--- config.mk ---
export PLATFORM = sky130hd
export DESIGN_NAME = s27_bist_ctrl
export DESIGN_NICKNAME = d
export VERILOG_FILES = /design/src/rtl/s27_bist_ctrl.sv
export SDC_FILE = /design/constraint.sdc
export NUM_CORES = 1
export LEC_CHECK = 0
export ABC_AREA = 1
export BUFFER_PORTS_ARGS = -buffer_cell sky130_fd_sc_hd__buf_4
export CORE_MARGIN = 2
export CORE_UTILIZATION = 50
export CTS_CLUSTER_SIZE = 40
export DETAILED_ROUTE_END_ITERATION = 10
export GPL_ROUTABILITY_DRIVEN = 1
export PLACE_DENSITY = 0.7
export SYNTH_ARGS = -nofsm -noshare
export SYNTH_HDL_FRONTEND = slang
export SYNTH_SLANG_ARGS = --single-unit
--- constraint.sdc ---
create_clock -name CK -period 4.4 [get_ports CK]
set_clock_uncertainty 0.1 [all_clocks]
set_input_delay 0.44 -clock CK [delete_from_list [all_inputs] [get_ports CK]]
set_output_delay 0.44 -clock CK [all_outputs]
set_load 0.02 [all_outputs]
--- src/rtl/s27_bist_ctrl.sv ---
// BIST sequencer for the s27 core: an LFSR supplies 4-bit stimulus, dut_step clocks the
// core once per pattern, and the G17 response is compacted into a 16-bit MISR signature.
module s27_bist_ctrl #(
    parameter int unsigned NUM_PATTERNS  = 255,
    parameter int unsigned SETTLE_CYCLES = 2,
    parameter logic [7:0]  LFSR_SEED     = 8'h01
) (
    input  logic        CK,
    input  logic        RST,
    input  logic        start,
    input  logic        resp_in,
    output logic [3:0]  pat_out,
    output logic        dut_step,
    output logic        busy,
    output logic        done,
    output logic [15:0] signature,
    output logic [2:0]  dbg_state_o
);
    typedef enum logic [2:0] {
        S_IDLE    = 3'd0,
        S_APPLY   = 3'd1,
        S_STEP    = 3'd2,
        S_CAPTURE = 3'd3,
        S_DONE    = 3'd4
    } state_t;

    // An all-zero seed would lock the LFSR, so it is promoted to 8'h01.
    localparam logic [7:0]  SEED         = (LFSR_SEED == 8'h00) ? 8'h01 : LFSR_SEED;
    localparam logic [15:0] LAST_PATTERN = 16'(NUM_PATTERNS);
    localparam logic [3:0]  LAST_SETTLE  = 4'(SETTLE_CYCLES - 1);

    generate
        if (NUM_PATTERNS < 1 || NUM_PATTERNS > 65535) begin : g_bad_num_patterns
            $error("s27_bist_ctrl: NUM_PATTERNS must be in 1..65535");
        end
        if (SETTLE_CYCLES < 1 || SETTLE_CYCLES > 15) begin : g_bad_settle_cycles
            $error("s27_bist_ctrl: SETTLE_CYCLES must be in 1..15");
        end
    endgenerate

    state_t      state_q, state_d;
    logic [7:0]  lfsr_q, lfsr_d;
    logic [15:0] misr_q, misr_d;
    logic [15:0] cnt_q, cnt_d;
    logic [3:0]  settle_q, settle_d;

    logic        lfsr_fb;
    logic        misr_fb;
    logic [15:0] cnt_inc;

    assign lfsr_fb = lfsr_q[7] ^ lfsr_q[5] ^ lfsr_q[4] ^ lfsr_q[3];
    assign misr_fb = misr_q[15] ^ misr_q[13] ^ misr_q[12] ^ misr_q[10];
    assign cnt_inc = cnt_q + 16'd1;

    always_ff @(posedge CK) begin
        if (RST) begin
            state_q  <= S_IDLE;
            lfsr_q   <= 8'h00;
            misr_q   <= 16'h0000;
            cnt_q    <= 16'h0000;
            settle_q <= 4'h0;
        end else begin
            state_q  <= state_d;
            lfsr_q   <= lfsr_d;
            misr_q   <= misr_d;
            cnt_q    <= cnt_d;
            settle_q <= settle_d;
        end
    end

    // Run protocol: start is a level sampled only in IDLE; done is a one-cycle pulse
    // marking the end of a run, after which signature holds until the next start.
    always_comb begin
        state_d  = state_q;
        lfsr_d   = lfsr_q;
        misr_d   = misr_q;
        cnt_d    = cnt_q;
        settle_d = settle_q;
        unique case (state_q)
            S_IDLE: begin
                if (start) begin
                    state_d  = S_APPLY;
                    lfsr_d   = SEED;
                    misr_d   = 16'h0000;
                    cnt_d    = 16'h0000;
                    settle_d = 4'h0;
                end
            end
            S_APPLY: begin
                settle_d = settle_q + 4'd1;
                if (settle_q == LAST_SETTLE) begin
                    state_d = S_STEP;
                end
            end
            S_STEP: begin
                state_d = S_CAPTURE;
            end
            S_CAPTURE: begin
                misr_d = {misr_q[14:0], misr_fb ^ resp_in};
                cnt_d  = cnt_inc;
                if (cnt_inc == LAST_PATTERN) begin
                    state_d = S_DONE;
                end else begin
                    state_d  = S_APPLY;
                    lfsr_d   = {lfsr_q[6:0], lfsr_fb};
                    settle_d = 4'h0;
                end
            end
            S_DONE: begin
                state_d = S_IDLE;
            end
            default: begin
                state_d = S_IDLE;
            end
        endcase
    end

    always_comb begin
        dut_step    = (state_q == S_STEP);
        busy        = (state_q == S_APPLY) || (state_q == S_STEP) || (state_q == S_CAPTURE);
        done        = (state_q == S_DONE);
        pat_out     = lfsr_q[3:0];
        signature   = misr_q;
        dbg_state_o = state_q;
    end

endmodule

==> summary.txt <==
Outcome
  – Status: finished clean

Finish
  – # diodes: 0
  – Fill count: 443
  – Area Overhead vs Synth: 12.8%
  – Share of layout cells above drive strength 1: 13.9%
  – Core Util, Final: 57.3%
  – Finished Layout Cells: 428
  – Final #Nets: 381

Route
  – Initial DRC count: 170
  – Vias: 2,177
  – Detailed-route DRC error count: 0
  – Final ANT Viol Nets: 0
  – Via-to-Cell Ratio: 5.09
  – WL/cell: 11.7 µm
  – First-pass DRT Iterations: 4
  – Final wirelength: 5.02 mm

CTS
  – Post-CTS setup buffer count: 0
  – Clock Path Buffers: 2
  – CTS tree: built
  – Clock sink total: 47
  – CTS Root Cell: clkbuf_8
  – CTS Buf Count: 5
  – Clock Pin Slew Worst Setup and Hold Paths: 0.09 ns
  – Clk_lat worst skew: 0.30 ns
  – Hold buffer count at cts: 0
  – # H-tree levels: 2
  – PostCTS Resize Cnt: 0

Global route
  – GR Util All Layers: 20.2%
  – First-pass GRT wire length: 8.54 mm
  – Gr ovfl total: 0
  – Vias in the first global route: 1,882
  – Largest net degree at the start of global routing: 47
  – Initial antenna violation count: 0

STA
  – Final hold viol count: 0
  – Final setup viols: 0
  – Fin crit share: 50.6%
  – Max Fclk: 449 MHz
  – Slew of the pin with the lowest slew margin: 0.902 ns
  – Setup TNS: 0 ns
  – Slew Limit Fails: 0
  – RSZ-0062 raised after global routing: false
  – Post-route setup slack: 2.17 ns
  – Final min period: 2.23 ns
  – Worst relative slew slack: 39.8%

Logic synthesis
  – Post-Syn Instances: 352
  – Mapped Area: 0.00237 mm²
  – Cell taking the most area after synthesis: dfxtp_1
  – Top cells by area, synth: dfxtp_1 40%, nand2_1 19%, a21oi_1 9.9%
  – Net count after synthesis: 360
  – Yosys reg bits: 47
  – Synth top area share: 39.7%
  – Sequential share of the synthesized area: 39.7%
  – Yosys warnings: 0
  – Syn Area/Cell: 6.73 µm²
  – Netlist cell types: 28

Pwr
  – Pwr Density: 300 mW/mm²
  – Leakage power: 1.01 nW
  – Worst vdd ir: 0.000168 V

Worst setup path
  – Max FO, Critical Path: 8
  – Data required time of the critical path: 4.47 ns
  – Crit. End Element: flop
  – Crit path DAT: 2.30 ns
  – Worst r2r path cells: 14
  – Kind of critical path: reg -> reg
  – Worst setup SP type: flop

Job
  – Max-cap violations: 0

Floorplan
  – Core Region: 0.00466 mm²
  – Die width: 72.8 µm
  – IO Pins: 30
  – Site Rows: 25
  – Die footprint: 0.00531 mm²
  – Initial Utilization: 50.8%
  – Die H: 72.8 µm

Placed design
  – PortBufs: 29
  – Dpl cells: 420
  – Pre-CTS setup slack: 2.20 ns
  – Post-DP HPWL: 3.46 mm
  – GPL Wtd Cong: 0.817

Worst hold path
  – Worst hold-check path type: in -> reg
  – Hold path depth: 4
==> worst max-delay path, stage by stage, from the launching register on <==
cell and delay (ns):
dfxtp_1 0.41, ha_1 0.23, nand3_1 0.15, nor2_1 0.23, nand3_1 0.10, nand2_1 0.07, nand2_1 0.06, inv_1 0.05
nand2_1 0.06, nor2_2 0.14, nand2_1 0.22, nand2_1 0.11, nand2_1 0.05, nand2_1 0.06, a21oi_1 0.06
==> path summary, 6_finish.rpt <==
kind | startpoint | end | slack [ns]
max | cnt_q[0] | dbg_state_o[0] | 2.17
min | resp_in | signature[0] | 0.35
max reg2reg | cnt_q[0] | dbg_state_o[0] | 2.17
min reg2reg | lfsr_q[6] | lfsr_q[6] | 0.37
==> layer usage <==
| layer | track usage (%) | up-vias | wire length [µm] |
|---|---|---|---|
| met3 | 4.01 | 6 | 186 |
| met5 | 0 | - | 0 |
| li1 | - | 1163 | - |
| met1 | 28.2 | 962 | 2460 |
| met4 | 7.00 | 0 | 71 |
| met2 | 31.1 | 46 | 2300 |
==> placed cells by master, fill, tap and decap left out <==
cell      instances
a21oi_1          47
a31oi_1           1
buf_4            30
clkbuf_8          5
clkinv_2          2
dfxtp_1          47
ha_1              4
inv_1            32
inv_6             1
nand2_1         119
nand2_2           3
nand2_4           1
nand3_1          21
nand3_2           1
nand3_4           1
nand3b_1          1
nand4_1           6
nor2_1           26
nor2_2            5
nor2_4            1
nor3_1            1
o211ai_1          1
o21ai_0           4
o21bai_1          3
o31ai_1           1
or2_2             2
xnor2_1           4
xor2_1            4
==> flip-flops by register name (all words and copies together), names as in the netlist <==
signal,flops
dbg_state_o,3
signature,16
settle_q,4
cnt_q,16
lfsr_q,8
==> final cells by class <==
type	count	area, µm²	area share, %
Clock inverter	3	18.8	0.702
Inverter	32	120	4.49
Timing Repair Buffer	30	225	8.43
Sequential cell	47	941	35.2
Tap cell	54	67.6	2.53
Multi-Input combinational cell	257	1230	46.1
Clock buffer	5	68.8	2.57
==> logic make-up (layout without fill, tap and decap cells) <==
| kind of cell | Yosys count | in the layout | share of synthesized area (%) |
|---|---|---|---|
| xor+xnor | 8 | 8 | 2.96 |
| buf+inv | 48 | 70 | 8.45 |
| compound gates | 57 | 57 | 12.6 |
| fa+ha+maj | 4 | 4 | 2.11 |
| simple gates | 188 | 188 | 34.2 |
| flops | 47 | 47 | 39.7 |
==> cell usage after synthesis (all sizes together) <==
master	instances
nor3	1
ha	4
or2	2
xnor2	4
a31oi	1
a21oi	47
nand3	23
o31ai	1
inv	32
nor2	32
nand3b	1
xor2	4
o211ai	1
clkbuf	7
buf	9
o21ai	4
o21bai	3
dfxtp	47
nand2	123
nand4	6
==> metrics by stage <==
stage	hold slack [ns]	total power, mW	cell area, µm²
2_1_floorplan	0.340	0.524	2370
3_3_place_gp	0.353	0.553	2580
3_5_place_dp	0.360	0.552	2580
4_1_cts	0.346	0.810	2670
5_1_grt	0.388	0.840	2670
6_report	0.347	0.803	2670
==> power breakdown <==
part           total (mW)  switching [mW]  internal, mW
combinational       0.101          0.0718        0.0295
clock               0.261           0.149         0.112
sequential          0.440         0.00814         0.432
total               0.803           0.229         0.574
No activity file was read; power rests on OpenSTA's default activity.
